<file path="src/rtl/rv_ctrl_fsm.sv">
// rv_ctrl_fsm: multi-cycle FETCH/EXECUTE/MEM sequencer for an RV32I core.
// Drives IR, register-file, PC and memory strobes; parks in HALT on SYSTEM opcodes or faults.
module rv_ctrl_fsm #(
  parameter int WAIT_LIMIT = 16,
  parameter int CNT_W      = 32
) (
  input  logic             clk,
  input  logic             rst,
  input  logic [31:0]      instr,
  input  logic             take_branch,
  input  logic [1:0]       addr_lo,
  input  logic             mem_ready,
  output logic             mem_req,
  output logic             mem_wr,
  output logic [3:0]       mem_wmask,
  output logic             instr_we,
  output logic             rf_we,
  output logic [1:0]       wb_sel,
  output logic             pc_we,
  output logic [1:0]       pc_sel,
  output logic             halted,
  output logic [1:0]       fault,
  output logic [CNT_W-1:0] instret,
  output logic [1:0]       state
);
  typedef enum logic [1:0] {
    S_FETCH = 2'd0,
    S_EXEC  = 2'd1,
    S_MEM   = 2'd2,
    S_HALT  = 2'd3
  } state_t;

  localparam logic [6:0] OP_LUI    = 7'b0110111;
  localparam logic [6:0] OP_AUIPC  = 7'b0010111;
  localparam logic [6:0] OP_JAL    = 7'b1101111;
  localparam logic [6:0] OP_JALR   = 7'b1100111;
  localparam logic [6:0] OP_BRANCH = 7'b1100011;
  localparam logic [6:0] OP_LOAD   = 7'b0000011;
  localparam logic [6:0] OP_STORE  = 7'b0100011;
  localparam logic [6:0] OP_IMM    = 7'b0010011;
  localparam logic [6:0] OP_REG    = 7'b0110011;
  localparam logic [6:0] OP_SYSTEM = 7'b1110011;

  localparam logic [1:0] F_NONE    = 2'd0;
  localparam logic [1:0] F_ILLEGAL = 2'd1;
  localparam logic [1:0] F_ALIGN   = 2'd2;
  localparam logic [1:0] F_TIMEOUT = 2'd3;

  // Counter only needs to reach WAIT_LIMIT-1; the next stalled cycle is the timeout.
  localparam int WC_W = (WAIT_LIMIT > 2) ? $clog2(WAIT_LIMIT) : 1;
  localparam logic [WC_W-1:0] WC_LAST = (WAIT_LIMIT > 0) ? WC_W'(WAIT_LIMIT - 1) : '0;

  state_t          state_q, state_d;
  logic [WC_W-1:0] wait_cnt;
  logic [1:0]      fault_d;
  logic            retire;
  logic [6:0]      opc;
  logic [1:0]      size;
  logic            rd_nz, is_store, aligned;
  logic            unused_instr;

  assign opc          = instr[6:0];
  assign size         = instr[13:12];
  assign rd_nz        = |instr[11:7];
  assign is_store     = (opc == OP_STORE);
  assign unused_instr = ^instr[31:14];
  assign state        = state_q;

  always_comb begin
    case (size)
      2'd0:    aligned = 1'b1;
      2'd1:    aligned = ~addr_lo[0];
      2'd2:    aligned = (addr_lo == 2'd0);
      default: aligned = 1'b0;
    endcase
  end

  always_comb begin
    state_d   = state_q;
    fault_d   = fault;
    retire    = 1'b0;
    mem_req   = 1'b0;
    mem_wr    = 1'b0;
    mem_wmask = 4'b0000;
    instr_we  = 1'b0;
    rf_we     = 1'b0;
    wb_sel    = 2'd0;
    pc_we     = 1'b0;
    pc_sel    = 2'd0;

    case (state_q)
      S_FETCH: begin
        mem_req = 1'b1;
        if (mem_ready) begin
          instr_we = 1'b1;
          state_d  = S_EXEC;
        end
      end

      S_EXEC: begin
        case (opc)
          OP_REG, OP_IMM, OP_LUI, OP_AUIPC: begin
            rf_we   = rd_nz;
            wb_sel  = (opc == OP_LUI) ? 2'd3 : 2'd0;
            pc_we   = 1'b1;
            retire  = 1'b1;
            state_d = S_FETCH;
          end
          OP_JAL, OP_JALR: begin
            rf_we   = rd_nz;
            wb_sel  = 2'd2;
            pc_we   = 1'b1;
            pc_sel  = (opc == OP_JAL) ? 2'd1 : 2'd2;
            retire  = 1'b1;
            state_d = S_FETCH;
          end
          OP_BRANCH: begin
            pc_we   = 1'b1;
            pc_sel  = take_branch ? 2'd1 : 2'd0;
            retire  = 1'b1;
            state_d = S_FETCH;
          end
          OP_LOAD, OP_STORE: begin
            if (size == 2'd3) begin
              state_d = S_HALT;
              fault_d = F_ILLEGAL;
            end else if (!aligned) begin
              state_d = S_HALT;
              fault_d = F_ALIGN;
            end else begin
              state_d = S_MEM;
            end
          end
          OP_SYSTEM: begin
            state_d = S_HALT;
            fault_d = F_NONE;
          end
          default: begin
            state_d = S_HALT;
            fault_d = F_ILLEGAL;
          end
        endcase
      end

      S_MEM: begin
        mem_req = 1'b1;
        mem_wr  = is_store;
        if (is_store) begin
          case (size)
            2'd0:    mem_wmask = 4'b0001 << addr_lo;
            2'd1:    mem_wmask = 4'b0011 << {addr_lo[1], 1'b0};
            default: mem_wmask = 4'b1111;
          endcase
        end
        if (mem_ready) begin
          rf_we   = !is_store && rd_nz;
          wb_sel  = is_store ? 2'd0 : 2'd1;
          pc_we   = 1'b1;
          retire  = 1'b1;
          state_d = S_FETCH;
        end
      end

      default: ;
    endcase

    // A ready on the limit cycle has already advanced the state above and wins.
    if (WAIT_LIMIT != 0 && mem_req && !mem_ready && wait_cnt == WC_LAST) begin
      state_d = S_HALT;
      fault_d = F_TIMEOUT;
    end

    if (rst) begin
      mem_req   = 1'b0;
      mem_wr    = 1'b0;
      mem_wmask = 4'b0000;
      instr_we  = 1'b0;
      rf_we     = 1'b0;
      wb_sel    = 2'd0;
      pc_we     = 1'b0;
      pc_sel    = 2'd0;
      retire    = 1'b0;
      state_d   = S_FETCH;
    end
  end

  always_ff @(posedge clk) begin
    if (rst) begin
      state_q  <= S_FETCH;
      wait_cnt <= '0;
      halted   <= 1'b0;
      fault    <= F_NONE;
      instret  <= '0;
    end else begin
      state_q <= state_d;
      halted  <= (state_d == S_HALT);
      fault   <= fault_d;
      if (retire) instret <= instret + 1'b1;
      if (mem_req && !mem_ready) wait_cnt <= wait_cnt + 1'b1;
      else                       wait_cnt <= '0;
    end
  end
endmodule

</file>
<file path="config.mk">
export PLATFORM = sky130hd
export DESIGN_NAME = rv_ctrl_fsm
export DESIGN_NICKNAME = d
export VERILOG_FILES = /design/src/rtl/rv_ctrl_fsm.sv
export SDC_FILE = /design/constraint.sdc
export NUM_CORES = 1
export LEC_CHECK = 0
export CAP_MARGIN = 20
export CORE_MARGIN = 2
export CORE_UTILIZATION = 44
export DETAILED_ROUTE_END_ITERATION = 6
export MAX_ROUTING_LAYER = met4
export PLACE_DENSITY = 0.8
export SETUP_SLACK_MARGIN = 0.4
export SYNTH_ARGS = -nofsm -noshare
export SYNTH_HDL_FRONTEND = slang
export SYNTH_SLANG_ARGS = --single-unit
</file>
<file path="constraint.sdc">
create_clock -name clk -period 2.45 [get_ports clk]
set_clock_uncertainty 0.15 [all_clocks]
set_input_delay 0.49 -clock clk [delete_from_list [all_inputs] [get_ports clk]]
set_output_delay 0.49 -clock clk [all_outputs]
set_load 0.02 [all_outputs]
</file>
Word level (Yosys, flattened, before mapping)

Index checks and enable logic that the tools add are counted.
W data, S select, Z words.

Register bits: 41
Input bits: 38
Output and inout bits: 50
Word-level logic and storage cells: 92

$add $sub $neg: 2
Eq/ne operators: 19
Shift operators: 2
Muxes and demuxes: 43
Bitwise gates (word level): 2
Reductions and logical operators: 19

Operators by type and width:

| kind                    | count |
|---|---|
| $add A32 B1 Y32 const B | 1 |
| $eq A7 B7 Y1 const B    | 4 |
| $mux W2                 | 13 |
| $eq A7 B6 Y1 const B    | 3 |
| $mux W1                 | 17 |
| $pmux W2 S2             | 4 |
| $eq A7 B5 Y1 const B    | 2 |
| $mux W4                 | 3 |
| $pmux W2 S3             | 2 |
| $eq A2 B2 Y1 const B    | 4 |
| $pmux W4 S2             | 1 |
| $reduce_or A2 Y1        | 4 |
| $eq A7 B2 Y1 const B    | 1 |
| $reduce_or A7 Y1        | 1 |
| $logic_not A2 Y1        | 3 |
| $reduce_or A6 Y1        | 1 |
| $reduce_or A5 Y1        | 1 |
| $add A4 B1 Y4 const B   | 1 |
| $eq A2 B1 Y1 const B    | 2 |
| $eq A4 B4 Y1 const B    | 1 |
| $logic_and A1 B1 Y1     | 4 |
| $ne A4 B4 Y1 const B    | 1 |
| $pmux W1 S2             | 2 |
| $reduce_or A4 Y1        | 1 |
| 8 further kinds         | 10 |

Depth between registers and ports, before layout

Word-level depth: 9
Mapped depth: 8
Gate-level depth less buffers: 7

Worst setup path before layout

No wires, ideal clock.

Kind: in2out
From: input port instr[3]
To: output port mem_wmask[0]
Arrival time: 1.912 ns
Path slack: -0.102 ns
Stages: 4
Buffers on the path: 0
Cell sequence: nand3b_1 -> nor4_1 -> nand4b_1 -> a21oi_1

Word-level cells in the longest chain between the ends: 4

Ends and longest elaborated chain:

| element      | RTL line | text |
|---|---|---|
| from (decl)  | 9        | `input logic [31:0] instr,` |
| $eq A7 B6 Y1 | 65       | `assign is_store = (opc == OP_STORE);` |
| $mux W4      | 148      | `if (is_store) begin` |
| $mux W4      | 91       | `case (state_q)` |
| $mux W4      | 173      | `if (rst) begin` |
| to (decl)    | 15       | `output logic [3:0] mem_wmask,` |

No other way between the ends.

Worst setup path in the final report

From: input port instr[3]
To: output port pc_we

Word-level cells in the longest chain between the ends: 5

Ends and longest elaborated chain:

| element                              | RTL line | text |
|---|---|---|
| $eq A7 B6 Y1 (tied with other cells) | 101      | `case (opc)` |
| $reduce_or A7 Y1 (no line) (*)       | -        |  |
| $mux W1 (*)                          | 101      |  |
| $pmux W1 S2 (*)                      | 91       |  |
| $mux W1 (*)                          | 173      |  |
| to (decl)                            | 19       | `output logic pc_we,` |

Every way passes the cells marked *; elsewhere a longest branch is shown, timed or not.

==> impl_metrics.csv <==
group,metric,value,unit
hold_path,hold_path_end,"wait_cnt[0]$_SDFF_PP0_",
die,core,5110,um^2
yosys,synthXorXnorAreaFrac,0.0416,
clock_network,cts_buffer_depth,2,
global_route,first_global_vias,2752,
hold_path,worstHoldPathType,"reg -> reg",
die,ios,88,
route,firstDrtPassIters,5,
yosys,synth.avg_cell_area,8.07,um^2
sta,setup_viol,0,
worst_setup_path,crit_arrival,1.75,ns
finish,nets,464,
route,vias_per_cell,5.90,
sta,grt_setup_unrepaired,"yes",
clock_network,clkTransAtPathRegs,0.07,ns
worst_setup_path,worstPathMaxFanout,5,
route,wl_per_cell,19.3,um
clock_network,clkSinkCount,41,
power_and_ir_drop,p_total,1.91,mW
global_route,grt.overflow.total,0,
die,initial_core_util,0.453,
clock_network,cts_max_level,2,
route,drt-initial-drc-count,210,
run,drv_cap,0,
yosys,synthAdderAreaFrac,0.0324,
yosys,synth_compound_area_frac,0.219,
power_and_ir_drop,leakage,1.75,nW
hold_path,holdPathStages,1,
yosys,ys_seq_area_frac,0.354,
worst_setup_path,reg2regPathDepth,6,
place,port_buffers,69,
yosys,synth_edf_count,0,
die,die_x,76.6,um
die,dieArea,5860,um^2
sta,hold_viol,0,
yosys,synth_commonest_cells,"41 x dfxtp_1, 28 x a21oi_1, 25 x nor2_1",
yosys,synth.distinct_cells,44,
yosys,yosysMostFrequentCell,"dfxtp_1",
sta,slew_viol_final,0,
worst_setup_path,worstSetupPathType,"in -> out",
sta,slew_headroom,0.741,
global_route,antenna_found_initial,0,
yosys,synth_top_area_cell,"dfxtp_1",
global_route,grt_max_degree,32,
run_status,status,"completed",
worst_setup_path,r2r_end,"instret[27]$_SDFFE_PP0P_",
yosys,ys_async_sr_fraction,0,
worst_setup_path,cp.required,1.81,ns
worst_setup_path,worstReg2RegStart,"instret[7]$_SDFFE_PP0P_",
yosys,synth-simple-area-share,0.303,
finish,syn2layout_area_growth,81.3,%
route,drtAntennaViolNets,0,
clock_network,numCtsBuffers,5,
global_route,grt_pass1_wl,13.4,mm
worst_setup_path,r2r_slack,0.09,ns
clock_network,clockRootBuffer,"clkbuf_8",
place,hpwl,5.09,mm
hold_path,hp-start,"wait_cnt[0]$_SDFF_PP0_",
yosys,synth_cells,287,
place,place.gp.congestion,0.924,
yosys,netlist_area,2320,um^2
sta,setup_tns,0,ns
sta,fmax,0.419,GHz
sta,post-route-period-util,0.974,
route,vias,2899,
finish,drive_gt1_frac,0.390,
die,die_h,76.6,um
yosys,synthTopCellsByArea,"dfxtp_1 35%, a21oi_1 6.1%, or3_1 4.3%",
finish,antenna_cells,0,
yosys,synth_top_area_frac,0.354,
route,drt-total-wl,9.47,mm
clock_network,clk_latency,0.30,ns
yosys,synth_mux_area_frac,0.00864,
worst_setup_path,end_kind,"primary output",
yosys,synth_nets,331,
global_route,grt_use_total,0.291,
yosys,synth_ff_type,"dfxtp_1",
die,row_count,26,
clock_network,cts_tree,"done",
power_and_ir_drop,power.density,455,nW/um^2
yosys,ys_warn_count,0,
sta,min_period,2.39,ns
sta,worstMarginPinSlew,0.385,ns
worst_setup_path,critPathLaunchType,"input pin",
route,drc,0,
yosys,synth_top_family_by_area,"simple AND/OR/NAND/NOR gates",
power_and_ir_drop,vdd_drop_max,0.000520,V
yosys,ys_seq_elements,41,
==> per-layer routing <==
metal | track usage | wire (um)
met1 | 0.337 | 3890
met2 | 0.505 | 4710
met3 | 0.0628 | 560
met4 | 0.0909 | 312
met5 | - | 0
==> flip-flops by register name (all words and copies together) (netlist names) <==
name	flops
halted	1
state	2
instret	32
fault	2
wait_cnt	4
==> what timing repair did <==
action,CTS,global route
resized for setup,159,58
pin swaps,44,27
gates cloned,2,0
setup buffers,14,8
hold buffers,0,0
setup endpoints to repair,50,60
==> placed cells by master, fill, tap and decap left out, types with 5 or more instances in the layout <==
cell,n
nor3_1,6
nand4_1,10
nand3_1,9
dlygate4sd2_1,5
inv_1,11
o21ai_0,9
buf_2,7
buf_4,51
or3_1,14
dlymetal6s2s_1,16
a21oi_2,10
buf_6,22
clkdlybuf4s50_1,28
clkbuf_8,6
xnor2_1,7
nand2_1,14
dfxtp_1,38
a21oi_1,17
nor2_1,24
o21ai_1,7
==> worst max path at each step <==
stage / start / end / slack [ns] / cells after the start
after detailed placement: instr[6] / rf_we / -0.64 / 6
after global placement: instr[6] / rf_we / -0.63 / 6
after global routing: instr[3] / instret[27]$_SDFFE_PP0P_ / 0.01 / 11
after CTS: instr[3] / rf_we / 0.06 / 7
after floorplan: instr[3] / mem_wmask[0] / 0.15 / 4
final: instr[3] / pc_we / 0.06 / 9
==> cells by family (layout without fill, tap and decap cells) <==
logic type / after synthesis / after routing
fa+ha+maj: 6 / 6
compound gates: 79 / 79
mux: 2 / 2
buf+inv: 25 / 159
flops: 41 / 41
xor+xnor: 11 / 11
simple gates: 123 / 123
==> power by group <==
group	switching, mW	leakage [nW]	internal, mW
clock	0.251	0.0585	0.332
combinational	0.328	1.36	0.285
sequential	0.0248	0.333	0.691
==> per-stage QoR <==
stage	cells	area (um^2)	util	setup slack [ns]	hold slack (ns)
global route	491	4200	0.822	0.0104	0.318
global placement	459	3490	0.683	-0.628	0.282
detailed placement	459	3490	0.683	-0.638	0.289
floorplan	287	2440	-	0.154	0.268
finish	491	4200	0.822	0.0637	0.298
CTS	483	3940	0.771	0.0644	0.300
==> area by class of cell <==
type	instances	area [um^2]
multi-input combinational	221	1800
timing repair buffer	135	1290
fill	280	908
sequential	41	830
tap	70	87.6
clock buffer	7	86.3
inverter	16	75.1
clock inverter	1	30.0
==> worst max-delay path, cell delays in order <==
cell	delay, ns
buf_6	0.09
nand3b_1	0.22
buf_4	0.18
buf_6	0.12
o31ai_4	0.25
buf_4	0.17
o21ai_4	0.07
clkinv_4	0.05
buf_6	0.10
No activity file was read; power rests on OpenSTA's default activity.
